==> config.mk <==
export PLATFORM = sky130hd
export DESIGN_NAME = rect_fill_engine_flat
export DESIGN_NICKNAME = d
export VERILOG_FILES = /design/src/rtl/rect_fill_engine_if.sv /design/src/rtl/rect_fill_engine.sv /design/src/flat_wrapper.sv
export SDC_FILE = /design/constraint.sdc
export NUM_CORES = 1
export LEC_CHECK = 0
export CAP_MARGIN = 20
export CELL_PAD_IN_SITES_DETAIL_PLACEMENT = 1
export CELL_PAD_IN_SITES_GLOBAL_PLACEMENT = 2
export CORE_ASPECT_RATIO = 1.25
export CORE_MARGIN = 2
export CORE_UTILIZATION = 44
export CTS_BUF_LIST = sky130_fd_sc_hd__clkbuf_16
export CTS_CLUSTER_DIAMETER = 120
export DETAILED_ROUTE_END_ITERATION = 12
export DONT_BUFFER_PORTS = 1
export GPL_TIMING_DRIVEN = 0
export PLACE_DENSITY = 0.88
export SLEW_MARGIN = 30
export SYNTH_ARGS = -nofsm -noshare
export SYNTH_HDL_FRONTEND = slang
export SYNTH_SLANG_ARGS = --single-unit
==> constraint.sdc <==
create_clock -name clk -period 5.2 [get_ports clk]
set_input_delay 0.26 -clock clk [delete_from_list [all_inputs] [get_ports clk]]
set_output_delay 0.26 -clock clk [all_outputs]
set_load 0.02 [all_outputs]
==> src/rtl/rect_fill_engine_if.sv <==
// Bundle of the command, memory-client and status signals of the
// rectangle fill engine. The engine uses the slave view; whoever issues
// commands and plays the arbiter uses the master view.
interface rect_fill_if;
  logic        cmd_rts;
  logic        cmd_rtr;
  logic [9:0]  cmd_x0;
  logic [9:0]  cmd_y0;
  logic [9:0]  cmd_x1;
  logic [9:0]  cmd_y1;
  logic [11:0] cmd_color;
  logic [16:0] mem_addr;
  logic [31:0] mem_wrdata;
  logic        mem_op;
  logic        mem_rts;
  logic        mem_rtr;
  logic        busy;
  logic        done;

  modport slave (
    input  cmd_rts, cmd_x0, cmd_y0, cmd_x1, cmd_y1, cmd_color, mem_rtr,
    output cmd_rtr, mem_addr, mem_wrdata, mem_op, mem_rts, busy, done
  );

  modport master (
    output cmd_rts, cmd_x0, cmd_y0, cmd_x1, cmd_y1, cmd_color, mem_rtr,
    input  cmd_rtr, mem_addr, mem_wrdata, mem_op, mem_rts, busy, done
  );
endinterface

==> src/rtl/rect_fill_engine.sv <==
// Solid-colour rectangle fill: captures one command, clips it to the
// framebuffer and streams one 32-bit write per pixel in raster order
// through the rts/rtr handshake. All outputs are registered.
module rect_fill_engine #(
  parameter int          FB_WIDTH  = 320,
  parameter int          FB_HEIGHT = 240,
  parameter logic [16:0] FB_BASE   = 17'd0
) (
  input  logic        clk,
  input  logic        rst_,
  rect_fill_if.slave  bus
);

  localparam logic [9:0]  X_MAX    = 10'(FB_WIDTH - 1);
  localparam logic [9:0]  Y_MAX    = 10'(FB_HEIGHT - 1);
  localparam logic [16:0] ROW_STEP = 17'(FB_WIDTH);

  typedef enum logic [1:0] {
    S_IDLE  = 2'd0,
    S_SETUP = 2'd1,
    S_WRITE = 2'd2,
    S_DONE  = 2'd3
  } state_t;

  state_t      state_q, state_d;
  logic [9:0]  x0_q, y0_q, x1_q, y1_q, x0_d, y0_d, x1_d, y1_d;
  logic [9:0]  x1c_q, y1c_q, x1c_d, y1c_d;
  logic [9:0]  x_q, y_q, x_d, y_d;
  logic [11:0] color_q, color_d;
  logic [16:0] row_base_q, row_base_d;
  logic [16:0] addr_q, addr_d;
  logic [31:0] wrdata_q, wrdata_d;
  logic        cmd_rtr_q, cmd_rtr_d;
  logic        busy_q, busy_d;
  logic        done_q, done_d;
  logic        mem_rts_q, mem_rts_d;
  logic        mem_op_q, mem_op_d;

  logic        accept_s, xfc_s, row_end_s, last_s, empty_s;
  logic [9:0]  x1c_s, y1c_s;
  logic [26:0] base_prod_s;
  logic [16:0] setup_base_s;

  assign accept_s     = bus.cmd_rts & cmd_rtr_q;
  assign xfc_s        = mem_rts_q & bus.mem_rtr;
  assign row_end_s    = (x_q == x1c_q);
  assign last_s       = row_end_s & (y_q == y1c_q);
  assign x1c_s        = (x1_q > X_MAX) ? X_MAX : x1_q;
  assign y1c_s        = (y1_q > Y_MAX) ? Y_MAX : y1_q;
  // Swapped corners and origins beyond the framebuffer both end up here.
  assign empty_s      = (x0_q > x1c_s) | (y0_q > y1c_s);
  // The only multiply: first row base, evaluated once per command.
  assign base_prod_s  = 27'(y0_q) * 27'(FB_WIDTH);
  assign setup_base_s = FB_BASE + base_prod_s[16:0];

  assign bus.cmd_rtr    = cmd_rtr_q;
  assign bus.busy       = busy_q;
  assign bus.done       = done_q;
  assign bus.mem_rts    = mem_rts_q;
  assign bus.mem_op     = mem_op_q;
  assign bus.mem_addr   = addr_q;
  assign bus.mem_wrdata = wrdata_q;

  // State register.
  always_ff @(posedge clk or negedge rst_) begin
    if (!rst_) state_q <= S_IDLE;
    else       state_q <= state_d;
  end

  // Next-state logic.
  always_comb begin
    state_d = state_q;
    case (state_q)
      S_IDLE:  if (accept_s) state_d = S_SETUP; else state_d = S_IDLE;
      S_SETUP: if (empty_s)  state_d = S_DONE;  else state_d = S_WRITE;
      S_WRITE: if (xfc_s && last_s) state_d = S_DONE; else state_d = S_WRITE;
      S_DONE:  state_d = S_IDLE;
      default: state_d = S_IDLE;
    endcase
  end

  // Output decode from the upcoming state so every output is a flop.
  always_comb begin
    cmd_rtr_d = (state_d == S_IDLE);
    busy_d    = (state_d != S_IDLE);
    done_d    = (state_d == S_DONE);
    mem_rts_d = (state_d == S_WRITE);
    mem_op_d  = (state_d == S_WRITE);
  end

  // Datapath: operand capture, clipping, raster walk with adder-only stepping.
  always_comb begin
    x0_d       = x0_q;
    y0_d       = y0_q;
    x1_d       = x1_q;
    y1_d       = y1_q;
    color_d    = color_q;
    x1c_d      = x1c_q;
    y1c_d      = y1c_q;
    x_d        = x_q;
    y_d        = y_q;
    row_base_d = row_base_q;
    addr_d     = addr_q;
    wrdata_d   = wrdata_q;
    case (state_q)
      S_IDLE: begin
        if (accept_s) begin
          x0_d    = bus.cmd_x0;
          y0_d    = bus.cmd_y0;
          x1_d    = bus.cmd_x1;
          y1_d    = bus.cmd_y1;
          color_d = bus.cmd_color;
        end else begin
          color_d = color_q;
        end
      end
      S_SETUP: begin
        x1c_d      = x1c_s;
        y1c_d      = y1c_s;
        x_d        = x0_q;
        y_d        = y0_q;
        row_base_d = setup_base_s;
        addr_d     = setup_base_s + 17'(x0_q);
        wrdata_d   = {20'h0_0000, color_q};
      end
      S_WRITE: begin
        if (xfc_s && !last_s) begin
          if (row_end_s) begin
            x_d        = x0_q;
            y_d        = y_q + 10'd1;
            row_base_d = row_base_q + ROW_STEP;
            addr_d     = row_base_q + ROW_STEP + 17'(x0_q);
          end else begin
            x_d    = x_q + 10'd1;
            addr_d = addr_q + 17'd1;
          end
        end else begin
          addr_d = addr_q;
        end
      end
      S_DONE:  addr_d = addr_q;
      default: addr_d = addr_q;
    endcase
  end

  // Datapath and output registers.
  always_ff @(posedge clk or negedge rst_) begin
    if (!rst_) begin
      x0_q       <= 10'd0;
      y0_q       <= 10'd0;
      x1_q       <= 10'd0;
      y1_q       <= 10'd0;
      color_q    <= 12'd0;
      x1c_q      <= 10'd0;
      y1c_q      <= 10'd0;
      x_q        <= 10'd0;
      y_q        <= 10'd0;
      row_base_q <= 17'd0;
      addr_q     <= 17'd0;
      wrdata_q   <= 32'd0;
      cmd_rtr_q  <= 1'b0;
      busy_q     <= 1'b0;
      done_q     <= 1'b0;
      mem_rts_q  <= 1'b0;
      mem_op_q   <= 1'b0;
    end else begin
      x0_q       <= x0_d;
      y0_q       <= y0_d;
      x1_q       <= x1_d;
      y1_q       <= y1_d;
      color_q    <= color_d;
      x1c_q      <= x1c_d;
      y1c_q      <= y1c_d;
      x_q        <= x_d;
      y_q        <= y_d;
      row_base_q <= row_base_d;
      addr_q     <= addr_d;
      wrdata_q   <= wrdata_d;
      cmd_rtr_q  <= cmd_rtr_d;
      busy_q     <= busy_d;
      done_q     <= done_d;
      mem_rts_q  <= mem_rts_d;
      mem_op_q   <= mem_op_d;
    end
  end

endmodule
==> src/flat_wrapper.sv <==
// flat-port wrapper written by rule: the top's interface ports become plain ports
module rect_fill_engine_flat 
#(
  parameter int          FB_WIDTH  = 320,
  parameter int          FB_HEIGHT = 240,
  parameter logic [16:0] FB_BASE   = 17'd0
)
  (clk, rst_, bus_cmd_rts, bus_cmd_x0, bus_cmd_y0, bus_cmd_x1, bus_cmd_y1, bus_cmd_color, bus_mem_rtr, bus_cmd_rtr, bus_mem_addr, bus_mem_wrdata, bus_mem_op, bus_mem_rts, bus_busy, bus_done);
  rect_fill_if bus_i ();
  input  logic clk;
  input  logic rst_;
  input wire logic [$bits(bus_i.cmd_rts)-1:0] bus_cmd_rts;
  input wire logic [$bits(bus_i.cmd_x0)-1:0] bus_cmd_x0;
  input wire logic [$bits(bus_i.cmd_y0)-1:0] bus_cmd_y0;
  input wire logic [$bits(bus_i.cmd_x1)-1:0] bus_cmd_x1;
  input wire logic [$bits(bus_i.cmd_y1)-1:0] bus_cmd_y1;
  input wire logic [$bits(bus_i.cmd_color)-1:0] bus_cmd_color;
  input wire logic [$bits(bus_i.mem_rtr)-1:0] bus_mem_rtr;
  output wire logic [$bits(bus_i.cmd_rtr)-1:0] bus_cmd_rtr;
  output wire logic [$bits(bus_i.mem_addr)-1:0] bus_mem_addr;
  output wire logic [$bits(bus_i.mem_wrdata)-1:0] bus_mem_wrdata;
  output wire logic [$bits(bus_i.mem_op)-1:0] bus_mem_op;
  output wire logic [$bits(bus_i.mem_rts)-1:0] bus_mem_rts;
  output wire logic [$bits(bus_i.busy)-1:0] bus_busy;
  output wire logic [$bits(bus_i.done)-1:0] bus_done;
  assign bus_i.cmd_rts = bus_cmd_rts;
  assign bus_i.cmd_x0 = bus_cmd_x0;
  assign bus_i.cmd_y0 = bus_cmd_y0;
  assign bus_i.cmd_x1 = bus_cmd_x1;
  assign bus_i.cmd_y1 = bus_cmd_y1;
  assign bus_i.cmd_color = bus_cmd_color;
  assign bus_i.mem_rtr = bus_mem_rtr;
  assign bus_cmd_rtr = bus_i.cmd_rtr;
  assign bus_mem_addr = bus_i.mem_addr;
  assign bus_mem_wrdata = bus_i.mem_wrdata;
  assign bus_mem_op = bus_i.mem_op;
  assign bus_mem_rts = bus_i.mem_rts;
  assign bus_busy = bus_i.busy;
  assign bus_done = bus_i.done;
  rect_fill_engine #(.FB_WIDTH(FB_WIDTH), .FB_HEIGHT(FB_HEIGHT), .FB_BASE(FB_BASE)) u_core (.clk(clk), .rst_(rst_), .bus(bus_i));
endmodule
==> results.py <==
metrics = {
    "synthesis": {
        "synth_top_area_share_pct": 42.7,
        "netlist_area_sq_mm": 0.00809,
        "async_reset_ff_share_pct": 100,
        "syn_inst": 822,
        "ys_top_cells_by_area": "dfrtp_1 (43%), mux2_2 (9.3%), ha_1 (7.9%)",
        "ys_warn_count": 0,
        "synth_ff_type": "dfrtp_1",
        "synth-edff-count": 0,
        "yosys.area.top_type": "dfrtp_1",
        "syn_avg_cell_area_sq_um": 9.84,
        "synth.ff_latch_count": 138,
        "synth_cell_type_count": 60,
        "synth_seq_area_share_pct": 42.7,
    },
    "global_routing": {
        "overflow": 0,
        "grt_pass1_wl_microns": 42700,
        "grt_max_degree": 139,
        "grt_pass1_vias": 7607,
        "track_usage_pct": 28.4,
        "antenna_found_initial": 0,
    },
    "sta": {
        "maxSlewViolCount": 0,
        "setup_viol": 0,
        "tightest_slew_ns": 0.948,
        "fin_ws_ns": 1.87,
        "period_share_pct": 63.9,
        "hold_ws_ns": 0.121,
        "max_freq_mhz": 301,
        "worst_slew_margin_rel_pct": 36.2,
        "hold_viol": 0,
        "clock_skew_ns": 0.0108,
        "rsz0062_at_grt": "false",
        "min_period_ns": 3.33,
        "fin_setup_tns_ns": 0,
    },
    "layout": {
        "seq_area_sq_mm": 0.00345,
        "diodes": 0,
        "multiInputGateArea_sq_mm": 0.00434,
        "syn_to_final_growth_pct": 19.1,
        "drive_gt1_share_pct": 13.7,
        "final_common_cell": "dfrtp_1",
        "mostFrequentLayoutCells": "dfrtp_1 (138), nand2_1 (67), a21oi_1 (67), mux2_2 (67), nor2_1 (64)",
        "fill_cells": 2010,
        "final_nets": 1025,
    },
    "clocking": {
        "clock_path_buffers": 2,
        "clock_latency_ns": 0.43,
        "numCtsBuffers": 17,
        "clk_pin_slew_worst_paths_ns": 0.07,
        "htreeDepth": 4,
        "cts_root_buf": "clkbuf_16",
        "postCtsSetupBuffers": 0,
        "cts_sinks": 138,
        "cts_tree": "built",
    },
    "floorplanning": {
        "coreArea_sq_mm": 0.0181,
        "rows": 55,
        "start_util_pct": 44.7,
        "fp.dieW_microns": 125,
        "die-area_sq_mm": 0.0195,
        "die_h_microns": 156,
        "pin_count": 110,
    },
    "route": {
        "highest_layer": "met4",
        "viasPerCell": 5.90,
        "drc": 0,
        "wire_per_inst_microns": 23.3,
        "met3_length_microns": 1250,
        "first_iter_violations": 346,
        "met2WireLength_microns": 14600,
        "antenna_left": 0,
        "drt_first_pass_iters": 5,
        "wl_met1_microns": 10400,
        "via_count": 6831,
        "wirelength_microns": 27000,
    },
    "setup_path": {
        "crit_arrival_ns": 3.60,
        "crit_start": "u_core.x1_q[7]",
        "crit_fanout": 5,
        "regToRegSetupSlack_ns": 1.87,
        "crit_path_end": "u_core.bus.done",
        "startpoint_type": "flop",
        "timing.rr.start": "u_core.x1_q[7]",
        "r2r_end": "u_core.bus.done",
        "rr_worst_depth": 11,
        "required_ns": 5.47,
        "path_class": "reg2reg",
        "end_kind": "flop",
    },
    "placement": {
        "port_buffers": 0,
        "preCtsSetupSlack_ns": 2.04,
        "gp_congestion": 0.929,
        "dp_hpwl_microns": 17600,
    },
    "run_status": {
        "status": "completed",
    },
    "power": {
        "ir_worst_vdd_uv": 393,
        "power_density_mw_per_mm2": 788,
        "leakage_nw": 4.18,
        "power.total_w": 0.00760,
    },
    "worst_hold_path": {
        "holdCritPathClass": "in2reg",
    },
    "flow_run": {
        "drv_cap": 0,
    },
}
-- cells by family after synthesis --
logic type,synth area share [%]
simple gates,13.5
flops,42.7
mux,10.3
xor+xnor,5.72
buf+inv,4.67
fa+ha+maj,8.38
compound gates,14.6
other cells,0.0928
-- report_power, final --
group / internal (W) / switching [W] / total (W)
sequential: 0.00159 / 0.000812 / 0.00240
clock: 0.000804 / 0.000512 / 0.00132
combinational: 0.00159 / 0.00229 / 0.00388
-- cell usage after synthesis, types with 2 or more instances --
| cell | instances |
|---|---|
| nand3b_1 | 2 |
| nand3_1 | 19 |
| clkbuf_1 | 21 |
| fa_1 | 2 |
| and3_1 | 11 |
| o21a_1 | 5 |
| conb_1 | 2 |
| dfrtp_1 | 138 |
| o21ai_0 | 55 |
| xnor2_1 | 25 |
| o2111ai_1 | 2 |
| nor4_1 | 5 |
| a21oi_1 | 67 |
| a211o_1 | 3 |
| a221oi_1 | 2 |
| or3_1 | 3 |
| buf_2 | 2 |
| a21o_1 | 10 |
| a22o_1 | 4 |
| nand2b_1 | 3 |
| nor2b_1 | 12 |
| a211oi_1 | 8 |
| o32ai_1 | 2 |
| nor3_1 | 17 |
| nand4_1 | 16 |
| nand2_1 | 67 |
| inv_1 | 23 |
| xor2_1 | 26 |
| mux2_2 | 67 |
| o22ai_1 | 5 |
| o22a_1 | 8 |
| nor3b_1 | 2 |
| or2_2 | 2 |
| mux2i_1 | 8 |
| nor2_1 | 64 |
| buf_1 | 6 |
| a31oi_1 | 10 |
| o211ai_1 | 3 |
| a21boi_0 | 2 |
| ha_1 | 51 |
| buf_4 | 21 |
| buf_6 | 2 |
| o31ai_1 | 2 |
-- area by class of cell --
type | count | area share (%)
clock inverters | 15 | 2.04
repair buffers | 54 | 5.79
flip-flops and latches | 138 | 35.8
inverters | 23 | 0.896
multi-input cells | 630 | 45.0
well taps | 228 | 2.96
clock buffers | 17 | 4.42
plain buffers | 52 | 3.03
-- registers in the layout (all words and copies together), names as in the netlist, 11 cells and up --
signal                 cells
u_core.bus.mem_addr       17
u_core.bus.mem_wrdata     12
u_core.color_q            12
u_core.row_base_q         11
-- repair_timing --
item                      CTS  global route
resized for setup           0             0
hold endpoints to repair  189             1
hold buffers               53             1
-- worst min path at each step --
stage	startpoint	endpoint	slack, ns	cells past startpoint
after floorplan	rst_	u_core.bus.busy	-0.04	0
after global placement	rst_	u_core.bus.mem_addr[4]	-0.03	0
after detailed placement	rst_	u_core.bus.mem_addr[2]	-0.03	0
after CTS	bus_cmd_x1[6]	u_core.x1_q[6]	0.009	1
after global routing	bus_cmd_rts	u_core.state_q[0]	0.13	2
final	bus_cmd_rts	u_core.state_q[0]	0.12	2
-- critical path, stage by stage, from the launching register on --
cell and delay (ns):
dfrtp_1 0.45, o21a_1 0.25, or2_2 0.34, nor2_1 0.17, ha_1 0.27, a21o_1 0.19, a21o_1 0.17, a211oi_1 0.31
o21ai_0 0.16, o31a_1 0.16, o21ai_0 0.49, a21boi_0 0.20
-- per-stage QoR --
stage	cells	utilization (%)	instance area (sq um)
6_report	1157	53.2	9640
2_1_floorplan	843	-	8170
4_1_cts	1156	53.2	9630
5_1_grt	1157	53.2	9640
3_3_place_gp	1071	46.7	8460
3_5_place_dp	1071	46.7	8460
-- layer usage --
metal / track usage [%] / vias up
li1: - / 3110
met1: 32.1 / 3485
met2: 53.0 / 186
met3: 5.49 / 50
met4: 10.8 / 0
met5: 0 / -
Note: power is estimated with default switching activity, not from simulation.
